File: config.mk
export PLATFORM = sky130hd
export DESIGN_NAME = y86_imem_loader
export DESIGN_NICKNAME = d
export VERILOG_FILES = /design/src/rtl/y86_imem_loader.sv
export SDC_FILE = /design/constraint.sdc
export NUM_CORES = 1
export LEC_CHECK = 0
export ABC_CLOCK_PERIOD_IN_PS = 2700
export CAP_MARGIN = 20
export CORE_MARGIN = 5
export CORE_UTILIZATION = 40
export DETAILED_ROUTE_END_ITERATION = 6
export GPL_TIMING_DRIVEN = 0
export PLACE_DENSITY = 0.66
export SYNTH_ARGS = -nofsm -noshare
export SYNTH_HDL_FRONTEND = slang
export SYNTH_SLANG_ARGS = --single-unit
export TNS_END_PERCENT = 10
File: constraint.sdc
create_clock -name clk -period 2.7 [get_ports clk]
set_clock_uncertainty 0.05 [all_clocks]
set_input_delay 0.54 -clock clk [delete_from_list [all_inputs] [get_ports clk]]
set_output_delay 0.54 -clock clk [all_outputs]
set_load 0.01 [all_outputs]
File: src/rtl/y86_imem_loader.sv
`default_nettype none
// ============================================================================
// Module      : y86_imem_loader
// Description : Zero-fills Y86 instruction memory, then streams a byte image
//               into it and releases the core once the image is complete.
// Revision    : 1.0 - initial release
// ============================================================================
module y86_imem_loader #(
    parameter int MEM_BYTES = 1024,
    parameter int ADDR_W    = 10
) (
    input  logic              clk,
    input  logic              rst,
    input  logic              start,
    input  logic              in_valid,
    input  logic [7:0]        in_data,
    input  logic              in_last,
    output logic              in_ready,
    output logic              mem_we,
    output logic [ADDR_W-1:0] mem_addr,
    output logic [7:0]        mem_wdata,
    output logic              cpu_run,
    output logic              load_done,
    output logic              load_err,
    output logic [ADDR_W:0]   byte_count,
    output logic [7:0]        checksum
);

    typedef enum logic [2:0] {
        S_IDLE  = 3'd0,
        S_CLEAR = 3'd1,
        S_LOAD  = 3'd2,
        S_DONE  = 3'd3,
        S_ERROR = 3'd4
    } state_t;

    localparam logic [ADDR_W-1:0] C_LAST_ADDR = ADDR_W'(MEM_BYTES - 1);
    localparam logic [ADDR_W:0]   C_FULL      = (ADDR_W + 1)'(MEM_BYTES);

    state_t              r_state;
    state_t              w_state_nxt;
    logic                r_mem_we;
    logic [ADDR_W-1:0]   r_mem_addr;
    logic [7:0]          r_mem_wdata;
    logic                r_cpu_run;
    logic                r_load_done;
    logic                r_load_err;
    logic [ADDR_W:0]     r_byte_count;
    logic [7:0]          r_checksum;
    logic                w_accept;
    logic                w_full;

    assign in_ready = (r_state == S_LOAD);
    assign w_accept = in_valid && (r_state == S_LOAD);
    // The byte counter doubles as the write pointer.
    assign w_full   = (r_byte_count == C_FULL);

    always_comb begin
        w_state_nxt = r_state;
        case (r_state)
            S_IDLE:  if (start) w_state_nxt = S_CLEAR;
            S_CLEAR: if (r_mem_addr == C_LAST_ADDR) w_state_nxt = S_LOAD;
            S_LOAD: begin
                if (w_accept) begin
                    if (w_full)       w_state_nxt = S_ERROR;
                    else if (in_last) w_state_nxt = S_DONE;
                end
            end
            default: w_state_nxt = r_state;
        endcase
    end

    always_ff @(posedge clk) begin
        if (rst) begin
            r_state      <= S_IDLE;
            r_mem_we     <= 1'b0;
            r_mem_addr   <= '0;
            r_mem_wdata  <= '0;
            r_cpu_run    <= 1'b0;
            r_load_done  <= 1'b0;
            r_load_err   <= 1'b0;
            r_byte_count <= '0;
            r_checksum   <= '0;
        end else begin
            r_state  <= w_state_nxt;
            r_mem_we <= 1'b0;
            case (r_state)
                S_IDLE: begin
                    // Issue the address-0 clear on the same edge that enters CLEAR.
                    if (start) begin
                        r_mem_we     <= 1'b1;
                        r_mem_addr   <= '0;
                        r_mem_wdata  <= '0;
                        r_byte_count <= '0;
                        r_checksum   <= '0;
                    end
                end
                S_CLEAR: begin
                    if (r_mem_addr != C_LAST_ADDR) begin
                        r_mem_we   <= 1'b1;
                        r_mem_addr <= r_mem_addr + ADDR_W'(1);
                    end
                end
                S_LOAD: begin
                    if (w_accept) begin
                        if (w_full) begin
                            r_load_err <= 1'b1;
                        end else begin
                            r_mem_we     <= 1'b1;
                            r_mem_addr   <= r_byte_count[ADDR_W-1:0];
                            r_mem_wdata  <= in_data;
                            r_byte_count <= r_byte_count + (ADDR_W + 1)'(1);
                            r_checksum   <= r_checksum + in_data;
                            if (in_last) begin
                                r_load_done <= 1'b1;
                                r_cpu_run   <= 1'b1;
                            end
                        end
                    end
                end
                default: ;
            endcase
        end
    end

    assign mem_we     = r_mem_we;
    assign mem_addr   = r_mem_addr;
    assign mem_wdata  = r_mem_wdata;
    assign cpu_run    = r_cpu_run;
    assign load_done  = r_load_done;
    assign load_err   = r_load_err;
    assign byte_count = r_byte_count;
    assign checksum   = r_checksum;

endmodule
`default_nettype wire

; ---- Word-level counts from Yosys, hierarchy flattened
; Index checks and enable logic that the tools add are counted.
[totals]
register_bits = 43
inputBits = 13
output_inout_bits = 42
word_cells = 59
[op_classes]
addsub = 3
reduce_logical = 9
n_mux = 27
n_bitwise = 1
n_eq_ne = 11
[ops]
columns = operator, count
row1 = $mux W10, 4
row2 = $mux W8, 5
row3 = $mux W11, 3
row4 = $pmux W8 S2, 2
row5 = $pmux W10 S3, 1
row6 = $pmux W11 S2, 1
row7 = $mux W3, 5
row8 = $add A11 B1 Y11 const B, 1
row9 = $eq A11 B11 Y1 const B, 1
row10 = $add A10 B1 Y10 const B, 1
row11 = $eq A10 B10 Y1 const B, 1
row12 = $ne A10 B10 Y1 const B, 1
row13 = $reduce_and A5 Y1, 2
row14 = $pmux W3 S3, 1
row15 = $add A8 B8 Y8, 1
row16 = $ne A2 B2 Y1 const B, 4
row17 = $reduce_and A4 Y1, 2
row18 = $mux W1, 4
row19 = $eq A3 B1 Y1 const B, 1
row20 = $eq A3 B2 Y1 const B, 1
row21 = $logic_not A3 Y1, 1
row22 = $ne A3 B2 Y1 const B, 1
row23 = $pmux W1 S3, 1
row24 = $reduce_and A3 Y1, 1
row25 = 5 further kinds, 5

; ---- Logic depth before layout (Yosys ltp)
[logic_depth]
word_depth = 4
mapped_depth = 9
depth_no_buf = 8

; ---- Worst setup path after synthesis
; Ideal clock, no wire load.
[synth_timing]
kind = input to register
start = input in_data[0]
end = register r_checksum[6], in the netlist checksum[6]
setup_time_ps = 87
n_path_buf = 0
arrival_time_ps = 1968
path_slack_ps = 595
required_ps = 2563
cell_stages = 8
path_cell_list = ha_1 inv_1 fa_1 nor2b_1 o21ai_0 a2111oi_0 a311oi_1 o31ai_1
[synth_via]
elab_chain_cells = 4
[synth_lines]
columns = element, line
row1 = start: declaration, 16  ; input logic [7:0] in_data,
row2 = $add A8 B8 Y8, 113  ; r_checksum <= r_checksum + in_data;
row3 = $mux W8, 106  ; if (w_full) begin
row4 = $mux W8, 105  ; if (w_accept) begin
row5 = $pmux W8 S2, 87  ; case (r_state)
row6 = end signal: assignment, 113
row7 = end: declaration, 49  ; logic [7:0] r_checksum;
; No other way between the ends. The select of a mux whose other input is x is not followed.
; A chain may end at the register's enable or synchronous reset.

; ---- Final worst setup path
[layout_timing]
start = register r_state[1]
end = output in_ready
[layout_via]
elab_chain_cells = 1
[layout_lines]
columns = element, line
row1 = start: declaration, 40  ; state_t r_state;
row2 = start signal: assignment, 85  ; r_state <= w_state_nxt;
row3 = $eq A3 B2 Y1, 53  ; assign in_ready = (r_state == S_LOAD);
row4 = end: declaration, 18  ; output logic in_ready,
; No other way between the ends.

==> out/metrics.yaml <==
p_leak_nw: 1.12
drive_gt1_frac: 0.147
min_period_ps: 2560
power_density_nw_per_um2: 658
tns_ps: 0
critPathKind: "flop to primary output"
synthCells: 285
hold_class: "flop to flop"
fmax_ghz: 0.391
ys_ff_latch: 43
worst_pin_slew_ps: 678
initial_core_util: 0.418
holdWs_ps: 402
path_clk_slew_ps: 80
ios: 55
syn2layout_area_growth_pct: 29.1
cts_post_setup_buffers_inserted: 0
ys.flop_type: "dfxtp_1"
drt_iter0_drc: 159
ys.warnings.count: 0
cts_buffers: 5
cts_tree: "done"
die_h_um: 89.1
syn_nets: 309
vias: 2321
core-area_um2: 5990
first_pass_iters: 4
final_net_count: 370
htreeDepth: 2
grt_remaining_overflow: 0
power_w: 0.00213
final_common_cell: "clkdlybuf4s50_1"
antenna_cells: 0
ys_seq_area_frac: 0.344
holdPathStages: 2
cts_root_buffer: "clkbuf_8"
antenna_left: 0
rsz0062_at_grt: "no"
synth-edff-count: 0
antenna_found_initial: 0
cap_violations: 0
syn_avg_cell_area_um2: 8.78
arrival_ps: 1970
numPortBuffers: 54
setup_viol: 0
drc: 0
synthDistinctLibCells: 63
final_cell_mix: "clkdlybuf4s50_1, dfxtp_1, nor2_1"
hold_viol_final: 0
end_kind: "primary output"
grtUsageTotal: 0.172
min_period_over_period: 0.948
slew_violations: 0
clock_path_buffers: 2
synth_async_sr_flop_share: 0
ff2ff_path_depth: 8
slew_headroom: 0.548
path_max_fanout: 10
wire_per_inst_um: 15.3
clock_latency_ps: 290
crit_path_start_kind: "flop"
dieArea_um2: 7940
dp_hpwl_um: 4770
die_x_um: 89.1
globalplace.congestion: 0.872
outcome: "complete, no violations"
grt_pass1_wl_um: 10700
required_ps: 2110
viasPerCell: 5.51
grt_pass1_vias: 2196
grt_start_max_net_pins: 13
routed_wl_um: 6430
netlist_area_um2: 2500
peakVddDrop_uv: 375
rows: 28
numClockSinks: 43
[layout make-up]
class                   instances  area, um2
plain buffers                  14        105
clock buffers                   6       82.6
clock inverters                 1       5.00
fillers                       574       2760
inverters                      15       56.3
multi-input cells             213       1490
flip-flops and latches         43        861
well taps                      75       93.8
repair buffers                 54        541
[state kept, by name (all words and copies together) (netlist names)]
signal and cells:
byte_count 11, checksum 8, load_done 1, load_err 1
mem_addr 10, mem_wdata 8, mem_we 1, r_state 3
[routing by layer]
layer / wire (um) / up-vias / GRT usage / part of all wire
met5: 0 / - / 0 / 0
met4: 81 / 0 / 0.0528 / 0.013
met3: 267 / 6 / 0.0332 / 0.042
met1: 3180 / 1094 / 0.242 / 0.50
li1: - / 1164 / - / -
met2: 2890 / 57 / 0.265 / 0.45
[what timing repair did]
action | CTS | global route
resized for setup | 0 | 2
endpoints found under the setup margin | 0 | 1
hold buffers | 0 | 0
[worst max-delay path, cell delays in order (launching register included)]
cell and delay, ps:
dfxtp_1 450, or3b_4 450, inv_2 70, buf_4 170
clkdlybuf4s50_1 550
[synth_stat cells, types with 6 or more instances]
library cell / instances / area (um2)
a21oi_1: 21 / 105
a22oi_2: 10 / 125
and3_1: 6 / 37.5
dfxtp_1: 43 / 861
ha_1: 10 / 125
inv_1: 14 / 52.6
nand2_1: 20 / 75.1
nand3_1: 12 / 60.1
nand4_1: 7 / 43.8
nor2_1: 24 / 90.1
nor2_2: 10 / 62.6
o21ai_0: 12 / 60.1
xor2_1: 8 / 70.1
[stage by stage]
step	worst slack [ps]	cells	area, um2	utilization
6_report	141	421	3230	0.539
5_1_grt	30.6	421	3230	0.539
4_1_cts	136	421	3220	0.538
3_5_place_dp	-74.3	414	3140	0.524
3_3_place_gp	-72.3	414	3140	0.524
2_1_floorplan	595	285	2500	-
[logic make-up (layout without fill, tap and decap cells)]
kind of cell               Yosys count  after routing  share of synthesized area
adders and majority gates           11             11                     0.0580
and+or+nand+nor                    114            114                      0.260
DFF                                 43             43                      0.344
xor gates and xnor gates             9              9                     0.0315
buffers and inverters               29             90                     0.0645
AOI/OAI and AO/OA                   77             77                      0.234
muxes                                2              2                    0.00850
[path summary, 6_finish.rpt]
check,slack [ps],to,startpoint
hold reg to reg,400,load_err,load_err
setup reg to reg,610,checksum[6],checksum[0]
setup / recovery,140,in_ready,r_state[1]
hold / removal,400,load_err,load_err
[report_power, final]
group          total, W  leakage, nW  internal, W  switching [W]
Sequential     0.000776        0.348     0.000700      0.0000758
Combinational  0.000928        0.725     0.000411       0.000517
Clock          0.000424       0.0470     0.000201       0.000222
Total           0.00213         1.12      0.00131       0.000815
No activity file was read; power rests on OpenSTA's default activity.
